==> config.mk <==
export PLATFORM = sky130hd
export DESIGN_NAME = mips_multicycle_control
export DESIGN_NICKNAME = d
export VERILOG_FILES = /design/src/rtl/mips_multicycle_control.sv
export SDC_FILE = /design/constraint.sdc
export NUM_CORES = 1
export LEC_CHECK = 0
export CAP_MARGIN = 20
export CELL_PAD_IN_SITES_DETAIL_PLACEMENT = 0
export CELL_PAD_IN_SITES_GLOBAL_PLACEMENT = 1
export CORE_ASPECT_RATIO = 0.6
export CORE_MARGIN = 1.5
export CORE_UTILIZATION = 30
export CTS_BUF_LIST = sky130_fd_sc_hd__clkbuf_8 sky130_fd_sc_hd__clkbuf_16
export CTS_CLUSTER_SIZE = 40
export DETAILED_ROUTE_END_ITERATION = 8
export GPL_TIMING_DRIVEN = 0
export PLACE_DENSITY_LB_ADDON = 0.15
export SLEW_MARGIN = 10
export SYNTH_ARGS = -nofsm -noshare
export SYNTH_HDL_FRONTEND = slang
export SYNTH_SLANG_ARGS = --single-unit
==> constraint.sdc <==
create_clock -name clock -period 3.65 [get_ports clock]
set_input_delay 0.73 -clock clock [delete_from_list [all_inputs] [get_ports clock]]
set_output_delay 0.73 -clock clock [all_outputs]
set_load 0.01 [all_outputs]
==> src/rtl/mips_multicycle_control.sv <==
// rtl/mips_multicycle_control.sv - multicycle MIPS control FSM with memory wait timeout
module mips_multicycle_control #(
   parameter int MAX_WAIT        = 15,
   parameter bit TRAP_ON_ILLEGAL = 1'b1,
   parameter bit ENABLE_BNE      = 1'b1
) (
   input  logic       clock,
   input  logic       reset,
   input  logic [5:0] op,
   input  logic [5:0] funct,
   input  logic       zero,
   input  logic       mem_ready,
   output logic       mem_req,
   output logic       iord,
   output logic       memwrite,
   output logic       irwrite,
   output logic       pcen,
   output logic       regwrite,
   output logic       regdst,
   output logic       memtoreg,
   output logic       alusrca,
   output logic [1:0] alusrcb,
   output logic [1:0] pcsrc,
   output logic [2:0] alu_control,
   output logic [3:0] state_out,
   output logic       illegal,
   output logic       timeout
);

   typedef enum logic [3:0] {
      FETCH   = 4'd0,
      DECODE  = 4'd1,
      MEMADR  = 4'd2,
      MEMRD   = 4'd3,
      MEMWB   = 4'd4,
      MEMWR   = 4'd5,
      RTYPEEX = 4'd6,
      RTYPEWB = 4'd7,
      BRANCH  = 4'd8,
      ADDIEX  = 4'd9,
      ADDIWB  = 4'd10,
      JUMP    = 4'd11,
      ERR     = 4'd15
   } state_t;

   localparam logic [5:0] OP_RTYPE = 6'b000000;
   localparam logic [5:0] OP_LW    = 6'b100011;
   localparam logic [5:0] OP_SW    = 6'b101011;
   localparam logic [5:0] OP_BEQ   = 6'b000100;
   localparam logic [5:0] OP_BNE   = 6'b000101;
   localparam logic [5:0] OP_ADDI  = 6'b001000;
   localparam logic [5:0] OP_J     = 6'b000010;

   localparam logic [2:0] ALU_ADD = 3'b010;
   localparam logic [2:0] ALU_SUB = 3'b110;
   localparam logic [2:0] ALU_AND = 3'b000;
   localparam logic [2:0] ALU_OR  = 3'b001;
   localparam logic [2:0] ALU_SLT = 3'b111;

   // Counter wide enough to hold MAX_WAIT; saturates at all-ones.
   localparam int WW = (MAX_WAIT > 1) ? $clog2(MAX_WAIT + 1) : 1;
   localparam logic [WW-1:0] WAIT_SAT  = '1;
   localparam logic [WW-1:0] WAIT_LAST = (MAX_WAIT > 0) ? WW'(MAX_WAIT - 1) : '0;

   typedef struct packed {
      logic       mem_req;
      logic       iord;
      logic       memwrite;
      logic       regwrite;
      logic       regdst;
      logic       memtoreg;
      logic       alusrca;
      logic [1:0] alusrcb;
      logic [1:0] pcsrc;
      logic [2:0] alu_control;
   } ctrl_t;

   state_t        state;
   state_t        state_next;
   ctrl_t         ctrl;
   logic [WW-1:0] wait_cnt;
   logic          wait_hit;
   logic          set_illegal;
   logic          set_timeout;
   logic          wait_clear;

   // Moore control word for a given state; funct only matters in RTYPEEX.
   function automatic ctrl_t decode_ctrl(input state_t s, input logic [5:0] f);
      ctrl_t c;
      c = '0;
      c.alu_control = ALU_ADD;
      case (s)
         FETCH: begin
            c.mem_req = 1'b1;
            c.alusrcb = 2'b01;
         end
         DECODE:  c.alusrcb = 2'b11;
         MEMADR: begin
            c.alusrca = 1'b1;
            c.alusrcb = 2'b10;
         end
         MEMRD: begin
            c.mem_req = 1'b1;
            c.iord    = 1'b1;
         end
         MEMWB: begin
            c.regwrite = 1'b1;
            c.memtoreg = 1'b1;
         end
         MEMWR: begin
            c.mem_req  = 1'b1;
            c.iord     = 1'b1;
            c.memwrite = 1'b1;
         end
         RTYPEEX: begin
            c.alusrca = 1'b1;
            case (f)
               6'b100010: c.alu_control = ALU_SUB;
               6'b100100: c.alu_control = ALU_AND;
               6'b100101: c.alu_control = ALU_OR;
               6'b101010: c.alu_control = ALU_SLT;
               default:   c.alu_control = ALU_ADD;
            endcase
         end
         RTYPEWB: begin
            c.regwrite = 1'b1;
            c.regdst   = 1'b1;
         end
         BRANCH: begin
            c.alusrca     = 1'b1;
            c.alu_control = ALU_SUB;
            c.pcsrc       = 2'b01;
         end
         ADDIEX: begin
            c.alusrca = 1'b1;
            c.alusrcb = 2'b10;
         end
         ADDIWB:  c.regwrite = 1'b1;
         JUMP:    c.pcsrc = 2'b10;
         default: c = c;
      endcase
      return c;
   endfunction

   // Timeout fires on the last permitted wait cycle of a still-unanswered request.
   assign wait_hit = (MAX_WAIT > 0) && mem_req && !mem_ready && (wait_cnt == WAIT_LAST);

   // Next-state selection and sticky-flag set conditions.
   always_comb begin
      state_next  = state;
      set_illegal = 1'b0;
      set_timeout = 1'b0;
      case (state)
         FETCH: begin
            if (wait_hit) begin
               state_next  = ERR;
               set_timeout = 1'b1;
            end else if (mem_ready) begin
               state_next = DECODE;
            end
         end
         DECODE: begin
            if (op == OP_LW || op == OP_SW)          state_next = MEMADR;
            else if (op == OP_RTYPE)                 state_next = RTYPEEX;
            else if (op == OP_BEQ)                   state_next = BRANCH;
            else if (op == OP_BNE && ENABLE_BNE)     state_next = BRANCH;
            else if (op == OP_ADDI)                  state_next = ADDIEX;
            else if (op == OP_J)                     state_next = JUMP;
            else if (TRAP_ON_ILLEGAL) begin
               state_next  = ERR;
               set_illegal = 1'b1;
            end else begin
               state_next = FETCH;
            end
         end
         MEMADR:  state_next = (op == OP_SW) ? MEMWR : MEMRD;
         MEMRD: begin
            if (wait_hit) begin
               state_next  = ERR;
               set_timeout = 1'b1;
            end else if (mem_ready) begin
               state_next = MEMWB;
            end
         end
         MEMWR: begin
            if (wait_hit) begin
               state_next  = ERR;
               set_timeout = 1'b1;
            end else if (mem_ready) begin
               state_next = FETCH;
            end
         end
         MEMWB, RTYPEWB, BRANCH, ADDIWB, JUMP: state_next = FETCH;
         RTYPEEX: state_next = RTYPEWB;
         ADDIEX:  state_next = ADDIWB;
         ERR:     state_next = ERR;
         default: state_next = ERR;
      endcase
   end

   // Counter restarts whenever a memory-access state is freshly entered.
   assign wait_clear = (state_next != state) &&
                       (state_next == FETCH || state_next == MEMRD || state_next == MEMWR);

   // State, registered Moore outputs, wait counter and sticky flags.
   always_ff @(posedge clock) begin
      if (reset) begin
         state    <= FETCH;
         ctrl     <= decode_ctrl(FETCH, funct);
         wait_cnt <= '0;
         illegal  <= 1'b0;
         timeout  <= 1'b0;
      end else begin
         state <= state_next;
         ctrl  <= decode_ctrl(state_next, funct);
         if (wait_clear)
            wait_cnt <= '0;
         else if (mem_req && !mem_ready && wait_cnt != WAIT_SAT)
            wait_cnt <= wait_cnt + 1'b1;
         if (set_illegal) illegal <= 1'b1;
         if (set_timeout) timeout <= 1'b1;
      end
   end

   assign mem_req     = ctrl.mem_req;
   assign iord        = ctrl.iord;
   assign memwrite    = ctrl.memwrite;
   assign regwrite    = ctrl.regwrite;
   assign regdst      = ctrl.regdst;
   assign memtoreg    = ctrl.memtoreg;
   assign alusrca     = ctrl.alusrca;
   assign alusrcb     = ctrl.alusrcb;
   assign pcsrc       = ctrl.pcsrc;
   assign alu_control = ctrl.alu_control;
   assign state_out   = state;

   assign irwrite = (state == FETCH) && mem_ready;
   assign pcen    = irwrite ||
                    (state == JUMP) ||
                    ((state == BRANCH) && ((op == OP_BNE) ? !zero : zero));

endmodule
After elaboration in Yosys (flattened, before gate mapping)

Index checks and enable logic that the tools add are counted.

Add/subtract/negate cells: 1
Eq/ne operators: 35
Muxes and demuxes: 35
Reduce and logical (&&, ||, !) cells: 24

Operators by type and width:

| operator                                                        | number |
|---|---|
| 4-bit == test, second input constant                            | 9 |
| 6-bit == test, second input constant                            | 6 |
| 4-bit by 3-bit == test with 1-bit output, second input constant | 8 |
| 4-bit two-way mux                                               | 8 |
| 4-bit case mux with 8 select lines                              | 1 |
| 1-bit two-way mux                                               | 17 |
| 4-bit by 2-bit == test with 1-bit output, second input constant | 4 |
| 3-bit two-way mux                                               | 5 |
| 6-bit by 3-bit == test with 1-bit output, second input constant | 2 |
| 3-bit case mux with 4 select lines                              | 1 |
| 3-bit OR reduction                                              | 3 |
| 4-bit by 1-bit == test with 1-bit output, second input constant | 2 |
| 4-bit zero test                                                 | 2 |
| 6-bit by 2-bit == test with 1-bit output, second input constant | 1 |
| 6-bit by 4-bit == test with 1-bit output, second input constant | 1 |
| 1-bit logical AND                                               | 6 |
| 6-bit zero test                                                 | 1 |
| 2-bit case mux with 3 select lines                              | 1 |
| 3-bit case mux with 2 select lines                              | 1 |
| 2-bit OR reduction                                              | 3 |
| 1-bit logical OR                                                | 5 |
| 5-bit OR reduction                                              | 1 |
| 4-bit by 1-bit adder with 4-bit output, second input constant   | 1 |
| 4-bit inequality test                                           | 1 |
| other kinds (4)                                                 | 5 |

Flip-flop bits (word level): 24
Input port bits: 16
Output and inout port bits: 22
Logic and storage cells: 109

Logic depth before layout (Yosys ltp)

Depth after elaboration: 13
Gate-level depth with buffers: 9

Worst setup path before layout

OpenSTA, ideal clock, no wires.

Kind: input -> output
Start: in op[1]
End: out pcen
Data arrival time: 1,890 ps
Required time: 2,920 ps
Slack: 1,030 ps
Stages on the path: 6
Cells stage by stage: or3_4 -> nor2_1 -> nand2_1 -> xnor2_1 -> nand2_1 -> a311oi_1

Word-level cells in the longest chain between the ends: 4

Ends and longest elaborated chain:

| item                                     | RTL line | RTL |
|---|---|---|
| start, declared                          | 9        | `input logic [5:0] op,` |
| 6-bit by 3-bit == test with 1-bit output | 240      | `((state == BRANCH) && ((op == OP_BNE) ? !zero : zero));` |
| 1-bit two-way mux                        | 240      |  |
| 1-bit logical AND                        | 240      |  |
| 1-bit logical OR                         | 239      | `(state == JUMP) \|\|` |
| end, declared                            | 17       | `output logic pcen,` |

Every way passes these cells.

Worst setup path after layout

Same ends and word-level chain as after synthesis.

==> flow_summary.toml <==
[clock_network]
numCtsBuffers = 3
cts.clk_slew.worst_paths_ns = 0.08
cts-hold-fix-buffers = 0
cts.sinks = 24
cts_tree = "yes"
post_cts_buffers = 0
cts.path.max_buffers = 2
cts-root-buf = "clkbuf_8"
insertion_delay_ns = 0.26
post_cts_resized = 1
cts_max_level = 1

[floorplanning]
start_util_pct = 32.0
die_h_um = 57.9
fp-row-count = 19
pin_count = 38
die_w_um = 94.4
core_um2 = 4710
die-area_um2 = 5470

[route]
dr.pass1.iters = 4
ant_nets = 0
wl_per_cell_um = 14.4
dr.first_iter.drc_count = 55
wl_mm = 3.90
via_count = 1359
vias_per_cell = 5.01
drc_errors = 0

[synth]
synthSimpleGateAreaFrac_pct = 29.0
syn_area_um2 = 1510
ys_warn_count = 0
synth_edf_count = 0
async_flop_share_pct = 0
synth-compound-area-share_pct = 24.9
synth_top_family_by_area = "simple AND/OR/NAND/NOR gates"
synth_cells = 168
synthFlopType = "dfxtp_1"
synth.area.mux_share_pct = 0
avgSynthCellArea_um2 = 8.96
ys_types = 66
ys_ff_latch = 24
synth_xor_area_share_pct = 5.82
yosysSeqAreaShare_pct = 31.9
synth_nets = 186
synth-adder-area-share_pct = 1.66

[pwr]
p_sw_w = 0.000668
seqPwrFrac_pct = 23.1
ir_worst_vdd_uv = 338
design_power_total_w = 0.00159
internal-power_w = 0.000922
p_sw_share_pct = 42.0
power_density_nw_per_um2 = 787
pwr-share-clk_pct = 14.4
combPwrFrac_pct = 62.5
p_leak_nw = 0.728

[run]
maxCapViolations = 0

[worst_setup_path]
r2r-start = "wait_cnt[1]$_SDFFE_PP0P_"
arrival_ns = 2.68
r2r-end = "alu_control[1]$_SDFF_PP1_"
worst_setup_path_end_kind = "output pin"
crit_required_ns = 2.92
cp_max_fo = 5
critPathKind = "input port to output pin"
slowest_delay_ns = 0.51
cp_cell_sequence = "clkdlybuf4s50_1 > or3_4 > nor2_1 > nand2_1 > xnor2_1 > nand2_1 > a311oi_2 > dlygate4sd2_1"
worst_r2r_path_depth = 8
start_kind = "input port"
worstPathBufferInverterCount = 2
crit_top_cell = "nand2_1"
slowest_stage = "clkdlybuf4s50_1"
cp_top_family = "buffers and inverters"
r2r_setup_slack_ns = 1.03

[placed_design]
port_buffers = 36
hpwl_mm = 3.05
dp_cells = 267
gp_routability_congestion = 0.821

[global_route]
grt-ovfl-total = 0
grt.total_usage_pct = 15.2
grt_max_degree = 15
grt_pass1_vias = 1253
grt_pass1_wl_mm = 6.33
antenna_found_initial = 0

[sta]
clock_skew_ns = 0.00536
maxSlewHeadroom_pct = 49.7
fin_crit_ns = 3.41
rsz0062_at_grt = "no"
fmax_mhz = 293
min_period_over_period_pct = 93.5
report.final.slew_viol_count = 0
setup_viol = 0
tightest_slew_ns = 0.749
setup_tns_ns = 0
holdWs_ns = 0.485
finalHoldViolations = 0

[cells_and_area]
nFillCells = 468
final_nets = 227
drive_gt1_share_pct = 17.8
final_cells = 271
diodes = 0
area_delta_synth_final_pct = 34.2

[worst_hold_path]
min_from = "illegal$_SDFFE_PP0P_"
hold_path.class = "flop to flop"
min_delay_path_depth = 2
whs_endpoint = "illegal$_SDFFE_PP0P_"

[run_status]
outcome = "complete, no violations"
[area by class of cell]
cell class                      count  area (µm²)  share of cell area (%)
Buffer                              9        78.8                    3.90
Clock buffer                        3        41.3                    2.04
Clock inverter                      1        30.0                    1.49
Inverter                            6        22.5                    1.11
Multi-Input combinational cell    129         930                    46.0
Sequential cell                    24         480                    23.8
Tap cell                           63        78.8                    3.90
Timing Repair Buffer               36         359                    17.8
[layout by cell type, fill, tap and decap left out, drive strengths merged, types with 5 or more instances in the layout]
cell           count
buf                7
a21oi             11
clkdlybuf4s50     35
nand2             13
clkbuf             5
xnor2              6
dfxtp             24
o21ai              5
nor2              22
inv                6
[cells in the mapped netlist, drive strengths merged (3+ instances only)]
library cell	instances	share of area, %
and3	3	1.3
nand3	4	1.7
o21ai	5	1.9
o22ai	3	1.7
or3	4	2.4
nor2b	3	1.2
nand2	13	3.2
nand2b	3	1.2
xor2	4	2.3
nor3	4	1.3
dfxtp	24	32
a31oi	4	3.5
a211oi	4	2.3
a21oi	11	3.9
nor2	22	6.0
nand4	3	1.7
xnor2	6	3.5
buf	7	4.7
inv	6	1.5
[routing by layer]
metal | share of wire [%] | global-route usage (%)
met5 | 0 | 0
met4 | 0.56 | 3.20
met3 | 5.0 | 4.20
met2 | 39 | 19.6
met1 | 55 | 24.1
[power groups by stage]
stage | Combinational, W | Sequential (W) | Clock, W
global route | 0.00108 | 0.000377 | 0.000251
detailed placement | 0.000982 | 0.000375 | 0
floorplan | 0.000647 | 0.000397 | 0
CTS | 0.000982 | 0.000369 | 0.000235
finish | 0.000993 | 0.000367 | 0.000229
global placement | 0.000974 | 0.000371 | 0
[cells by family after synthesis]
family / after synthesis
simple gates: 73
buf+inv: 15
flops: 24
xor+xnor: 10
compound gates: 44
fa+ha+maj: 2
[tightest hold or removal path, cell delays in order, from the launching register on]
cell and delay [ns]:
dfxtp_1 0.34, nor2_1 0.05, nor2_1 0.07
[sequential cells by signal, indices dropped and copies added, names as in the netlist, 2 cells and up]
name and flops:
alu_control 3, alusrcb 2, pcsrc 2, state_out 4, wait_cnt 4
[per-stage QoR]
stage	setup WS, ns	utilization (%)	instance area [µm²]
floorplan	1.03	-	1510
global placement	-0.0749	41.3	1940
detailed placement	-0.0702	41.3	1940
CTS	0.184	42.8	2010
global route	0.0178	42.9	2020
finish	0.237	42.9	2020
[worst max path at each step]
| stage | start | to | slack (ns) | cells past startpoint |
|---|---|---|---|---|
| 3_5_place_dp | op[1] | pcen | -0.07 | 8 |
| 3_3_place_gp | op[1] | pcen | -0.07 | 8 |
| 5_1_grt | op[1] | pcen | 0.02 | 8 |
| 4_1_cts | op[1] | pcen | 0.18 | 8 |
| 6_report | op[1] | pcen | 0.24 | 8 |
| 2_1_floorplan | op[1] | pcen | 1.03 | 6 |
Power figures use the tool's default switching activity.
